$ cat src/rtl/conf_mul_scheduler_if.sv
// Bundle between the IDCT pass controllers, the multiplier scheduler and the
// multiplier wrapper; slave is the scheduler's view, master is the surrounding logic.
interface conf_mul_scheduler_if #(
  parameter int DPW = 24
);
  logic [1:0]     req_valid;
  logic [DPW-1:0] req_a0;
  logic [DPW-1:0] req_b0;
  logic [DPW-1:0] req_a1;
  logic [DPW-1:0] req_b1;
  logic [1:0]     req_apx;
  logic           apx_en;
  logic [1:0]     req_ready;
  logic           resp_valid;
  logic           resp_ready;
  logic [31:0]    resp_p;
  logic           resp_id;
  logic [15:0]    op_count;
  logic [DPW-1:0] mul_a;
  logic [DPW-1:0] mul_b;
  logic [2:0]     mul_state;
  logic [8:0]     mul_count0;
  logic           mul_rapx;
  logic           mul_racc;
  logic           mul_rstP;
  logic [31:0]    mul_p;

  modport slave (
    input  req_valid, req_a0, req_b0, req_a1, req_b1, req_apx, apx_en,
    input  resp_ready, mul_p,
    output req_ready, resp_valid, resp_p, resp_id, op_count,
    output mul_a, mul_b, mul_state, mul_count0, mul_rapx, mul_racc, mul_rstP
  );

  modport master (
    output req_valid, req_a0, req_b0, req_a1, req_b1, req_apx, apx_en,
    output resp_ready, mul_p,
    input  req_ready, resp_valid, resp_p, resp_id, op_count,
    input  mul_a, mul_b, mul_state, mul_count0, mul_rapx, mul_racc, mul_rstP
  );
endinterface

$ cat src/rtl/conf_mul_scheduler.sv
// Round-robin sharing of one multiplier wrapper between the row and column
// IDCT passes; sequences the wrapper's state/count0 load protocol per operation.
module conf_mul_scheduler #(
  parameter int OP_BITWIDTH        = 16,
  parameter int DATA_PATH_BITWIDTH = 24
) (
  input  logic                 clk,
  input  logic                 rstN,
  conf_mul_scheduler_if.slave  bus_io
);
  localparam int DPW = DATA_PATH_BITWIDTH;
  // Wrapper load count scales with the operator width (63 for 16-bit operators).
  localparam logic [8:0] LOAD_COUNT = 9'(4 * OP_BITWIDTH - 1);

  typedef enum logic [2:0] {
    S_IDLE, S_ISSUE, S_HOLD, S_DRAIN, S_CAPT, S_RESP
  } state_t;

  state_t         state_q, state_d;
  logic           racc_q;
  logic           last_grant_q, last_grant_d;
  logic [DPW-1:0] a_q, a_d, b_q, b_d;
  logic           id_q, id_d;
  logic           apx_q, apx_d;
  logic [31:0]    resp_p_q, resp_p_d;
  logic           resp_id_q, resp_id_d;
  logic [15:0]    op_count_q, op_count_d;
  logic           grant;
  logic [1:0]     req_ready;
  logic           resp_valid;
  logic [2:0]     mul_state;
  logic [8:0]     mul_count0;
  logic           mul_rapx;

  // On a tie the requester that did not win last time gets the slot.
  assign grant = (&bus_io.req_valid) ? ~last_grant_q : bus_io.req_valid[1];

  always_comb begin
    state_d      = state_q;
    last_grant_d = last_grant_q;
    a_d          = a_q;
    b_d          = b_q;
    id_d         = id_q;
    apx_d        = apx_q;
    resp_p_d     = resp_p_q;
    resp_id_d    = resp_id_q;
    op_count_d   = op_count_q;
    req_ready    = 2'b00;
    resp_valid   = 1'b0;
    mul_state    = 3'b000;
    mul_count0   = 9'd0;
    mul_rapx     = 1'b0;
    case (state_q)
      S_IDLE: begin
        if (!racc_q && (|bus_io.req_valid)) begin
          req_ready    = grant ? 2'b10 : 2'b01;
          a_d          = grant ? bus_io.req_a1 : bus_io.req_a0;
          b_d          = grant ? bus_io.req_b1 : bus_io.req_b0;
          id_d         = grant;
          apx_d        = bus_io.req_apx[grant] & bus_io.apx_en;
          last_grant_d = grant;
          state_d      = S_ISSUE;
        end
      end
      S_ISSUE: begin
        mul_state  = 3'b001;
        mul_count0 = LOAD_COUNT;
        mul_rapx   = apx_q;
        state_d    = S_HOLD;
      end
      S_HOLD: begin
        mul_state  = 3'b010;
        mul_count0 = LOAD_COUNT;
        mul_rapx   = apx_q;
        state_d    = S_DRAIN;
      end
      S_DRAIN: begin
        mul_state  = 3'b010;
        mul_count0 = LOAD_COUNT;
        mul_rapx   = apx_q;
        state_d    = S_CAPT;
      end
      S_CAPT: begin
        resp_p_d  = bus_io.mul_p;
        resp_id_d = id_q;
        state_d   = S_RESP;
      end
      S_RESP: begin
        resp_valid = 1'b1;
        if (bus_io.resp_ready) begin
          op_count_d = op_count_q + 16'd1;
          state_d    = S_IDLE;
        end
      end
      default: state_d = S_IDLE;
    endcase
  end

  // racc_q doubles as the wrapper's racc/rstP and blocks arbitration for the
  // first cycle after reset release.
  always_ff @(posedge clk or negedge rstN) begin
    if (!rstN) begin
      state_q      <= S_IDLE;
      racc_q       <= 1'b1;
      last_grant_q <= 1'b1;
      a_q          <= '0;
      b_q          <= '0;
      id_q         <= 1'b0;
      apx_q        <= 1'b0;
      resp_p_q     <= 32'd0;
      resp_id_q    <= 1'b0;
      op_count_q   <= 16'd0;
    end else begin
      state_q      <= state_d;
      racc_q       <= 1'b0;
      last_grant_q <= last_grant_d;
      a_q          <= a_d;
      b_q          <= b_d;
      id_q         <= id_d;
      apx_q        <= apx_d;
      resp_p_q     <= resp_p_d;
      resp_id_q    <= resp_id_d;
      op_count_q   <= op_count_d;
    end
  end

  assign bus_io.req_ready  = req_ready;
  assign bus_io.resp_valid = resp_valid;
  assign bus_io.resp_p     = resp_p_q;
  assign bus_io.resp_id    = resp_id_q;
  assign bus_io.op_count   = op_count_q;
  assign bus_io.mul_a      = a_q;
  assign bus_io.mul_b      = b_q;
  assign bus_io.mul_state  = mul_state;
  assign bus_io.mul_count0 = mul_count0;
  assign bus_io.mul_rapx   = mul_rapx;
  assign bus_io.mul_racc   = racc_q;
  assign bus_io.mul_rstP   = racc_q;
endmodule

$ cat src/flat_wrapper.sv
// flat-port wrapper written by rule: the top's interface ports become plain ports
module conf_mul_scheduler_flat 
#(
  parameter int OP_BITWIDTH        = 16,
  parameter int DATA_PATH_BITWIDTH = 24
)
  (clk, rstN, bus_io_req_valid, bus_io_req_a0, bus_io_req_b0, bus_io_req_a1, bus_io_req_b1, bus_io_req_apx, bus_io_apx_en, bus_io_resp_ready, bus_io_mul_p, bus_io_req_ready, bus_io_resp_valid, bus_io_resp_p, bus_io_resp_id, bus_io_op_count, bus_io_mul_a, bus_io_mul_b, bus_io_mul_state, bus_io_mul_count0, bus_io_mul_rapx, bus_io_mul_racc, bus_io_mul_rstP);
  conf_mul_scheduler_if #(.DPW((24))) bus_io_i ();
  input  logic clk;
  input  logic rstN;
  input wire logic [$bits(bus_io_i.req_valid)-1:0] bus_io_req_valid;
  input wire logic [$bits(bus_io_i.req_a0)-1:0] bus_io_req_a0;
  input wire logic [$bits(bus_io_i.req_b0)-1:0] bus_io_req_b0;
  input wire logic [$bits(bus_io_i.req_a1)-1:0] bus_io_req_a1;
  input wire logic [$bits(bus_io_i.req_b1)-1:0] bus_io_req_b1;
  input wire logic [$bits(bus_io_i.req_apx)-1:0] bus_io_req_apx;
  input wire logic [$bits(bus_io_i.apx_en)-1:0] bus_io_apx_en;
  input wire logic [$bits(bus_io_i.resp_ready)-1:0] bus_io_resp_ready;
  input wire logic [$bits(bus_io_i.mul_p)-1:0] bus_io_mul_p;
  output wire logic [$bits(bus_io_i.req_ready)-1:0] bus_io_req_ready;
  output wire logic [$bits(bus_io_i.resp_valid)-1:0] bus_io_resp_valid;
  output wire logic [$bits(bus_io_i.resp_p)-1:0] bus_io_resp_p;
  output wire logic [$bits(bus_io_i.resp_id)-1:0] bus_io_resp_id;
  output wire logic [$bits(bus_io_i.op_count)-1:0] bus_io_op_count;
  output wire logic [$bits(bus_io_i.mul_a)-1:0] bus_io_mul_a;
  output wire logic [$bits(bus_io_i.mul_b)-1:0] bus_io_mul_b;
  output wire logic [$bits(bus_io_i.mul_state)-1:0] bus_io_mul_state;
  output wire logic [$bits(bus_io_i.mul_count0)-1:0] bus_io_mul_count0;
  output wire logic [$bits(bus_io_i.mul_rapx)-1:0] bus_io_mul_rapx;
  output wire logic [$bits(bus_io_i.mul_racc)-1:0] bus_io_mul_racc;
  output wire logic [$bits(bus_io_i.mul_rstP)-1:0] bus_io_mul_rstP;
  assign bus_io_i.req_valid = bus_io_req_valid;
  assign bus_io_i.req_a0 = bus_io_req_a0;
  assign bus_io_i.req_b0 = bus_io_req_b0;
  assign bus_io_i.req_a1 = bus_io_req_a1;
  assign bus_io_i.req_b1 = bus_io_req_b1;
  assign bus_io_i.req_apx = bus_io_req_apx;
  assign bus_io_i.apx_en = bus_io_apx_en;
  assign bus_io_i.resp_ready = bus_io_resp_ready;
  assign bus_io_i.mul_p = bus_io_mul_p;
  assign bus_io_req_ready = bus_io_i.req_ready;
  assign bus_io_resp_valid = bus_io_i.resp_valid;
  assign bus_io_resp_p = bus_io_i.resp_p;
  assign bus_io_resp_id = bus_io_i.resp_id;
  assign bus_io_op_count = bus_io_i.op_count;
  assign bus_io_mul_a = bus_io_i.mul_a;
  assign bus_io_mul_b = bus_io_i.mul_b;
  assign bus_io_mul_state = bus_io_i.mul_state;
  assign bus_io_mul_count0 = bus_io_i.mul_count0;
  assign bus_io_mul_rapx = bus_io_i.mul_rapx;
  assign bus_io_mul_racc = bus_io_i.mul_racc;
  assign bus_io_mul_rstP = bus_io_i.mul_rstP;
  conf_mul_scheduler #(.OP_BITWIDTH(OP_BITWIDTH), .DATA_PATH_BITWIDTH(DATA_PATH_BITWIDTH)) u_core (.clk(clk), .rstN(rstN), .bus_io(bus_io_i));
endmodule
$ cat config.mk
export PLATFORM = sky130hd
export DESIGN_NAME = conf_mul_scheduler_flat
export DESIGN_NICKNAME = d
export VERILOG_FILES = /design/src/rtl/conf_mul_scheduler_if.sv /design/src/rtl/conf_mul_scheduler.sv /design/src/flat_wrapper.sv
export SDC_FILE = /design/constraint.sdc
export NUM_CORES = 1
export LEC_CHECK = 0
export ABC_AREA = 1
export ABC_CLOCK_PERIOD_IN_PS = 1300
export CAP_MARGIN = 20
export CORE_ASPECT_RATIO = 0.6
export CORE_MARGIN = 2
export CORE_UTILIZATION = 25
export CTS_BUF_LIST = sky130_fd_sc_hd__clkbuf_4
export DETAILED_ROUTE_END_ITERATION = 10
export PLACE_DENSITY_LB_ADDON = 0.15
export SETUP_SLACK_MARGIN = 0.1
export SLEW_MARGIN = 10
export SYNTH_ARGS = -nofsm -noshare
export SYNTH_HDL_FRONTEND = slang
export SYNTH_SLANG_ARGS = --single-unit
$ cat constraint.sdc
create_clock -name clk -period 1.3 [get_ports clk]
set_clock_uncertainty 0.05 [all_clocks]
set_input_delay 0.26 -clock clk [delete_from_list [all_inputs] [get_ports clk]]
set_output_delay 0.26 -clock clk [all_outputs]
set_load 0.02 [all_outputs]
==> results by group <==
Route
  – Routed Antenna Nets: 0
  – DR iter-0 viols: roughly 270
  – Final wirelength: about 17,000 um
  – DR pass1 iterations: 6
  – Vias per cell: around 4.4
  – Vias post-DR: around 4,700
  – Routed WL per cell: 15.32 um
  – Drt drc: 0

Placement
  – Count of input and output buffers: between 200 and 250
  – GPL Wtd Cong: between 0.8 and 0.9
  – Post-DP Area: about 0.0076 mm^2
  – Dpl ws: -0.9343 ns
  – Post-DP HPWL: approximately 12,000 um
  – # placed instances: just over 1,000

GRT
  – GRT Overall Usage: about 17%
  – Vias in the first global route: between 4,000 and 5,000
  – First-pass GRT wire length: roughly 25,000 um
  – Initial antenna violation count: 1
  – Gr ovfl total: 0
  – Largest net degree at the start of global routing: slightly below 50

Critical path
  – Critical Path Start: u_core.state_q[0]
  – Critical Path End: u_core.bus_io.resp_p[19]
  – Crit path kind: flop to flop
  – WP data required: approximately 1.6 ns
  – Worst-path fanout max: 8
  – Reg2reg start: u_core.state_q[0]
  – Flop-to-flop setup slack: -0.49 ns
  – R2r worst-path depth: 8
  – Reg-to-reg endpoint: u_core.bus_io.resp_p[19]
  – CP Launch Type: flop
  – Crit path capture type: flop
  – Worst path arrival time: ~2.1 ns

Power and ir drop
  – Sequential fraction of design power: 31.7%
  – Internal cell power: 10.87 mW
  – Pwr Total: 17.62 mW
  – Clock power share: around 11%
  – Maximum VDD drop: ~0.86 mV
  – Combinational power share: about 57%
  – Sw Pwr: 6.749 mW
  – Pwr per Cell Area: around 2000 mW/mm^2
  – P_leak: between 4 and 5 nW
  – Switch share: approximately two fifths

Timing
  – RSZ-0062 raised after global routing: yes
  – Final Hold Vio Count: 0
  – Setup violators final: ~200
  – Total Neg Setup Slack: -39.50 ns
  – Max Freq: approximately 560 MHz
  – Final worst slack: -0.4880 ns
  – Crit share post-route: 137.5%
  – Final slew viol count: 0
  – Crit path time final: 1.788 ns
  – Hold WS: roughly 0.13 ns

Layout
  – Final Non-Filler Cells: roughly 1,100
  – Final Util: 48.69%
  – Commonest non-fill, non-tap cell in the layout: nand2_1
  – Area grow syn2layout: 91.30%
  – Final nets: between 900 and 1,000
  – Most frequent cells in the layout: nand2_1 (189), clkdlybuf4s50_1 (134), buf_6 (124), dfrtp_1 (97), buf_4 (66)
  – Finished layout cell area: between 0.008 and 0.009 mm^2
  – Ratio of cells with drive above 1 in the final layout: between 30 and 40%

Clock tree
  – Clk buf depth: 2
  – Htree depth: 3
  – Root Buffer: clkbuf_4
  – CTS Sinks: between 100 and 150
  – Num CTS Buffers: 9
  – CTS tree: yes
  – Latest clock arrival within the worst-skew pair: ~0.45 ns
  – Worst-path clk slew: 0.17 ns

Synthesis
  – Largest family of logic cells by synthesized area: simple AND/OR/NAND/NOR gates
  – Syn Inst Count: about 500
  – Yosys warns: 0
  – XOR/XNOR Fraction of Synth Area: under 10%
  – Post-Synth Adder-Cell Area: less than 1%
  – Seq cells post-synth: 104
  – Simple-gate area share of the yosys netlist: approximately 27%
  – Unique cell type count in the Yosys netlist: 25
  – Multiplexer share of the synthesized area: under 10%
  – Post-synth EDFFs: 0
  – Ys async rst share: between 90% and 100%
  – Post-synthesis compound-gate area fraction: between 1 and 1.5%
  – Primary FF master, synth: dfrtp_1
  – Sequential-to-total area share from yosys stat: between 50% and 60%
  – Syn avg cell area: between 9 and 10 um^2
  – Mapped cell area: 0.004574 mm^2

Flow run
  – Max Cap Violations: 0

Floorplanning
  – Rows: 38
  – Die height: ~110 um
  – Core Region: about 0.018 mm^2
  – Initial Util: approximately a quarter
  – Io pins: 251
  – Die width: ~180 um
  – Die area: ~0.019 mm^2

Run status
  – Failing checks: setup timing
  – Status: complete, but fails checks

Hold path
  – Type of the most critical hold path: input pin to async pin
==> timing repair <==
item,CTS,global route
hold endpoints to repair,102,0
gates cloned,6,2
gates resized for setup,720,21
hold buffers,1,0
pin swaps,13,11
setup endpoints to repair,213,213
setup buffers,35,7
==> area by class of cell <==
type,instances,area (um^2)
fillers,1656,9221
repair buffers,343,3622
flip-flops and latches,104,2611
multi-input cells,351,1957
well taps,240,300.3
clock inverters,7,102.6
inverters,22,87.58
clock buffers,9,67.56
diodes,1,2.502
==> power by group through the flow <==
| stage | combinational (mW) | clock [mW] | sequential (mW) |
|---|---|---|---|
| detailed placement | 8.36 | 0 | 5.43 |
| CTS | 9.87 | 2.08 | 5.58 |
| floorplan | 2.54 | 0 | 6.94 |
| global placement | 8.28 | 0 | 5.39 |
| finish | 10.1 | 1.95 | 5.58 |
| global route | 10.8 | 2.20 | 5.75 |
==> synth_stat cells, types with 2 or more instances <==
master | instances | area [um^2]
mux2_2 | 32 | 360.4
nand2_1 | 196 | 735.7
dfrtp_1 | 102 | 2552
a21oi_1 | 3 | 15.01
nand2_2 | 2 | 12.51
nand3_1 | 59 | 295.3
nor3_1 | 4 | 20.02
nor2_1 | 26 | 97.59
nand4_1 | 4 | 25.02
xnor2_1 | 5 | 43.79
o21ai_0 | 5 | 25.02
buf_2 | 12 | 60.06
clkbuf_1 | 4 | 15.01
dfstp_2 | 2 | 52.55
inv_1 | 22 | 82.58
nand3b_1 | 2 | 15.01
buf_4 | 12 | 90.09
nor2_2 | 2 | 12.51
==> sequential cells by signal (all words and copies together) (netlist names) <==
| name | count |
|---|---|
| u_core.bus_io.resp_id | 1 |
| u_core.bus_io.op_count | 16 |
| u_core.last_grant_q | 1 |
| u_core.apx_q | 1 |
| u_core.id_q | 1 |
| u_core.bus_io.mul_racc | 1 |
| u_core.bus_io.resp_p | 32 |
| u_core.state_q | 3 |
| u_core.bus_io.mul_a | 24 |
| u_core.bus_io.mul_b | 24 |
==> critical path: stages, from the launching register on <==
cell and delay, ns:
dfrtp_1 0.45, nor2_4 0.06, buf_6 0.13, buf_4 0.13, buf_6 0.10, buf_6 0.11
nand2_8 0.15, buf_16 0.15, mux2_2 0.33
==> how the worst min path moves through the flow <==
stage,endpoint
floorplan,u_core.apx_q
finish,u_core.bus_io.op_count[13]
global placement,u_core.bus_io.mul_a[4]
CTS,u_core.bus_io.mul_a[4]
detailed placement,u_core.bus_io.mul_a[4]
global route,u_core.bus_io.op_count[6]
==> per-layer routing <==
metal	wire (um)	vias to the layer above	global-route usage, %
li1	-	2257	-
met1	7110	2200	21.12
met2	7446	214	26.50
met3	1740	24	6.450
met4	206	0	4.123
met5	0	-	0
==> cells by family after synthesis <==
logic type	Yosys count
buf+inv	50
mux	32
compound gates	9
fa+ha+maj	1
xor+xnor	6
other cells	1
flops	104
simple gates	298
No activity file was read; power rests on OpenSTA's default activity.
